<file path="src/rtl/bcd_key_entry.sv">
// Two-digit BCD keypad entry with sequential reverse double-dabble conversion
// to a 7-bit binary value, presented downstream over a valid/ready handshake.
module bcd_key_entry (
    input  logic       clk,
    input  logic       rst,
    input  logic [3:0] sw_dig,
    input  logic       key_dig,
    input  logic       key_ent,
    input  logic       key_clr,
    output logic [6:0] bin_out,
    output logic       bin_valid,
    input  logic       bin_ready,
    output logic [3:0] dig_tens,
    output logic [3:0] dig_ones,
    output logic       busy,
    output logic       err
);

    localparam logic [1:0] IDLE = 2'd0;
    localparam logic [1:0] CONV = 2'd1;
    localparam logic [1:0] HOLD = 2'd2;

    logic [1:0]  state;
    logic [2:0]  key_q;
    logic [2:0]  press_q;
    logic [15:0] work;
    logic [15:0] shifted;
    logic [15:0] work_next;
    logic [3:0]  cnt;
    logic        clr_p;
    logic        ent_p;
    logic        dig_p;

    // Falling edges of the active-low keys are captured as one-cycle pulses;
    // the FSM acts on these registered pulses one edge later.
    always_ff @(posedge clk or negedge rst) begin
        if (!rst) begin
            key_q   <= 3'b111;
            press_q <= 3'b000;
        end else begin
            key_q   <= {key_clr, key_ent, key_dig};
            press_q <= ~{key_clr, key_ent, key_dig} & key_q;
        end
    end

    assign clr_p = press_q[2];
    assign ent_p = press_q[1] & ~press_q[2];
    assign dig_p = press_q[0] & ~press_q[1] & ~press_q[2];

    // One reverse double-dabble step: shift right, then pull each BCD nibble
    // of the upper byte back by 3 where it reached 8 or more.
    always_comb begin
        shifted   = work >> 1;
        work_next = shifted;
        if (shifted[15:12] >= 4'd8) begin
            work_next[15:12] = shifted[15:12] - 4'd3;
        end
        if (shifted[11:8] >= 4'd8) begin
            work_next[11:8] = shifted[11:8] - 4'd3;
        end
    end

    always_ff @(posedge clk or negedge rst) begin
        if (!rst) begin
            state     <= IDLE;
            dig_tens  <= 4'd0;
            dig_ones  <= 4'd0;
            bin_out   <= 7'd0;
            bin_valid <= 1'b0;
            err       <= 1'b0;
            work      <= 16'd0;
            cnt       <= 4'd0;
        end else begin
            case (state)
                IDLE: begin
                    if (clr_p) begin
                        dig_tens <= 4'd0;
                        dig_ones <= 4'd0;
                        err      <= 1'b0;
                    end else if (ent_p) begin
                        work  <= {dig_tens, dig_ones, 8'h00};
                        cnt   <= 4'd0;
                        state <= CONV;
                    end else if (dig_p) begin
                        if (sw_dig <= 4'd9) begin
                            dig_tens <= dig_ones;
                            dig_ones <= sw_dig;
                            err      <= 1'b0;
                        end else begin
                            err <= 1'b1;
                        end
                    end
                end
                CONV: begin
                    if (clr_p) begin
                        dig_tens <= 4'd0;
                        dig_ones <= 4'd0;
                        err      <= 1'b0;
                        state    <= IDLE;
                    end else begin
                        work <= work_next;
                        cnt  <= cnt + 4'd1;
                        if (cnt == 4'd7) begin
                            bin_out   <= work_next[6:0];
                            bin_valid <= 1'b1;
                            state     <= HOLD;
                        end
                    end
                end
                HOLD: begin
                    if (clr_p) begin
                        dig_tens  <= 4'd0;
                        dig_ones  <= 4'd0;
                        err       <= 1'b0;
                        bin_valid <= 1'b0;
                        state     <= IDLE;
                    end else if (bin_ready) begin
                        bin_valid <= 1'b0;
                        state     <= IDLE;
                    end
                end
                default: begin
                    state     <= IDLE;
                    bin_valid <= 1'b0;
                end
            endcase
        end
    end

    assign busy = (state == CONV) || (state == HOLD);

endmodule

</file>
<file path="config.mk">
export PLATFORM = sky130hd
export DESIGN_NAME = bcd_key_entry
export DESIGN_NICKNAME = d
export VERILOG_FILES = /design/src/rtl/bcd_key_entry.sv
export SDC_FILE = /design/constraint.sdc
export NUM_CORES = 1
export LEC_CHECK = 0
export ABC_CLOCK_PERIOD_IN_PS = 1900
export CORE_ASPECT_RATIO = 1.25
export CORE_UTILIZATION = 45
export CTS_BUF_LIST = sky130_fd_sc_hd__clkbuf_8
export DETAILED_ROUTE_END_ITERATION = 16
export HOLD_SLACK_MARGIN = 0.1
export PLACE_DENSITY = 0.67
export SLEW_MARGIN = 20
export SYNTH_ARGS = -nofsm -noshare
export SYNTH_HDL_FRONTEND = slang
export SYNTH_SLANG_ARGS = --single-unit
</file>
<file path="constraint.sdc">
create_clock -name clk -period 1.9 [get_ports clk]
set_input_delay 0.38 -clock clk [delete_from_list [all_inputs] [get_ports clk]]
set_output_delay 0.38 -clock clk [all_outputs]
set_load 0.02 [all_outputs]
</file>
==> metrics <==
status=complete, no violations; synth warn=0; FF+latch count, synth=44; crit path kind=reg -> out; compound-cell area share of the yosys netlist=~14%; initial antenna violation count=0; Least-Margin Pin Slew=0.474 ns; P_sw=about 1.4 mW; vias in the first global route=1499; Setup Viol. Count Final=0; diode count=0; Logic pwr share=between 40 and 50%; crit path capture type=output pin; Max Buffers Root-to-Sink=2; top cell type by total area after synthesis=dfrtp_1; total number of vias=about 1500; critical path arrival=roughly 1.5 ns; Worst Slack Setup Final=~0.062 ns; register area share after synthesis=about half; chip width=between 60 and 70 µm; Net Sw Frac=roughly two fifths; Layout Utilization=about 58%; drt drc=0; I/O Buffers=27; hpwl dp=~3000 µm; Synth Area in Adders=4.12%; Final nets=243; total CTS buffers=5; mapped cell area=roughly 2100 µm²; internal power=between 2 and 2.5 mW; setup TNS=0 ns; Reg clk slew, reported paths=0.08 ns; CTS tree=built; Synth Area in XOR/XNOR=less than 1%; DRT iter0 DRCs=98; largest family of logic cells by synthesized area=simple AND/OR/NAND/NOR gates; fin crit period=around 1.8 ns; Total Routing Usage GR=approximately 18%; Worst Path Required=~1.5 ns; GR Overflow Total=0; Slew HR=68.3%; Flop pwr share=36.7%; worst-path maximum fanout=4; clk_lat worst skew=0.29 ns; Worst IR Drop VDD=around 1.0 mV; PwrDens=approximately 1400 nW/µm²; area of the multi-input gates=roughly 950 µm²; Root Driver=clkbuf_8; Syn Nets=between 200 and 250; row cnt=27; post-synth top area share=48.3%; Seq. cell area=~1100 µm²; max frequency=between 500 and 600 MHz; Clock Skews=roughly 0.0094 ns; worst slack, placed=0.0674 ns; Final Max Tran Viols=0; Max-Cap Viols=0; Area growth syn-to-layout=22.2%; htree depth=2; CTS sink count=44; wire per inst=14.3 µm; die height=~79 µm; Detailed Routing Iterations Pass 1=4; clock share of power=a little under a fifth; Cells after Synth=between 150 and 200; first-pass GRT wire length=6980 µm; routed wire length=4090 µm; Fin. Hold Viols=0; # fillers=417; layout cells sized above 1=between 10% and 20%; DIE AREA=between 5000 and 6000 µm²; leakage=1.18 nW; Netlist cell types=48; largest net degree at the start of global routing=45; IO Pins=28; DR vias/cell=5.44; GPL Wtd Cong=around 0.76; nature of the critical path startpoint=flop; ANT nets after route=0; Post-Synth Simple-Gate Area=between 10% and 20%; initial core utilization=a little under half; Hold Crit Class=reg -> reg; Final Cycle Share=a little over nine tenths; multiplexer share of the synthesized area=6.24%; core region area=around 4500 µm²; syn_area_per_cell=around 11 µm²; Synth area leaders=dfrtp_1 (48%), nand2_1 (6.4%), ha_1 (4.1%)
## area by class of cell
class,count,area share (%)
clock buffer,5,2.65
clock inverter,3,1.49
inverter,5,0.723
multi-input combinational,134,36.5
sequential,44,42.5
tap,58,2.79
timing repair buffer,36,13.3
## per-stage QoR
| stage | total power, mW | hold slack [ns] | instances | cell area [µm²] |
|---|---|---|---|---|
| global route | 3.89 | 0.521 | 285 | 2600 |
| floorplan | 2.47 | 0.0844 | 191 | 2130 |
| detailed placement | 2.94 | 0.371 | 274 | 2460 |
| finish | 3.64 | 0.475 | 285 | 2600 |
| CTS | 3.62 | 0.478 | 283 | 2580 |
| global placement | 2.86 | 0.373 | 274 | 2460 |
## critical path: stages (launching register included)
cell and delay (ns):
dfrtp_1 0.42, inv_1 0.09, ha_2 0.33, dlygate4sd2_1 0.33
## what timing repair did
item / in CTS / in global routing
buffers inserted: 0 / 2
gates resized for setup: 1 / 1
endpoints found under the setup margin: 1 / 4
endpoints found under the hold margin: 41 / 0
hold buffers: 1 / 0
pin swaps: 0 / 1
## power by group through the flow
| stage | clock network, mW | registers, mW | logic [mW] |
|---|---|---|---|
| after floorplan | 0 | 1.38 | 1.09 |
| after global placement | 0 | 1.34 | 1.52 |
| after detailed placement | 0 | 1.35 | 1.59 |
| after CTS | 0.707 | 1.34 | 1.58 |
| after global routing | 0.761 | 1.36 | 1.76 |
| final | 0.697 | 1.34 | 1.61 |
## state kept, by name (all words and copies together), names as in the netlist
register / cells
cnt: 4
bin_valid: 1
state: 2
err: 1
dig_ones: 4
dig_tens: 4
key_q: 3
press_q: 3
bin_out: 7
work: 15
## synthesized netlist by cell type (all sizes together)
| library cell | count |
|---|---|
| a211oi | 1 |
| a21boi | 1 |
| a21oi | 5 |
| a221o | 1 |
| a221oi | 1 |
| a22o | 5 |
| a2bb2oi | 2 |
| a31o | 1 |
| a31oi | 2 |
| and2 | 2 |
| and2b | 1 |
| and3 | 1 |
| buf | 6 |
| clkbuf | 2 |
| dfrtp | 41 |
| dfstp | 3 |
| ha | 7 |
| inv | 5 |
| mux2 | 7 |
| mux2i | 5 |
| nand2 | 37 |
| nand2b | 4 |
| nand3 | 13 |
| nand3b | 4 |
| nand4b | 1 |
| nor2 | 6 |
| nor2b | 5 |
| nor3b | 2 |
| nor4b | 1 |
| o211ai | 2 |
| o21ai | 8 |
| o221ai | 2 |
| o22ai | 1 |
| o311ai | 1 |
| o31ai | 1 |
| or2 | 2 |
| xnor2 | 2 |
## layout by cell type (no fill, tap or decap), types with 5 or more instances in the layout
| cell type | Yosys | layout |
|---|---|---|
| buf_4 | 3 | 7 |
| dfrtp_1 | 41 | 41 |
| nor2b_1 | 5 | 5 |
| clkbuf_8 | 0 | 5 |
| clkdlybuf4s50_1 | 0 | 25 |
| inv_1 | 5 | 6 |
| mux2_2 | 7 | 7 |
| a22o_1 | 5 | 5 |
| ha_1 | 7 | 6 |
| nand3_1 | 13 | 13 |
| nand2_1 | 36 | 36 |
## cell families after synthesis
| kind of cell | after synthesis |
|---|---|
| buffers and inverters | 13 |
| XOR/XNOR | 2 |
| multiplexers | 12 |
| flip-flops | 44 |
| AO/OA/AOI/OAI | 34 |
| adder cells (fa/ha/maj) | 7 |
| AND/OR/NAND/NOR | 79 |
## path summary, 6_finish.rpt
check	startpoint	endpoint	slack, ns	cells past startpoint
max in group asynchronous	rst	key_q[0]$_DFF_PN1_	1.03	3
worst max register to register	state[0]$_DFFE_PN0P_	dig_ones[3]$_DFFE_PN0P_	0.18	6
worst min-delay path	work[15]$_DFFE_PN0P_	work[15]$_DFFE_PN0P_	0.47	2
min in group asynchronous	rst	bin_out[6]$_DFFE_PN0P_	0.57	3
worst min register to register	work[15]$_DFFE_PN0P_	work[15]$_DFFE_PN0P_	0.47	2
worst max-delay path	state[0]$_DFFE_PN0P_	busy	0.06	3
## per-layer routing
layer  GRT usage (%)  share of wire (%)
met1            21.2                 41
met2            32.2                 55
met3            3.88                3.4
met4            4.32               0.49
met5               0                  0
No activity file was read; power rests on OpenSTA's default activity.
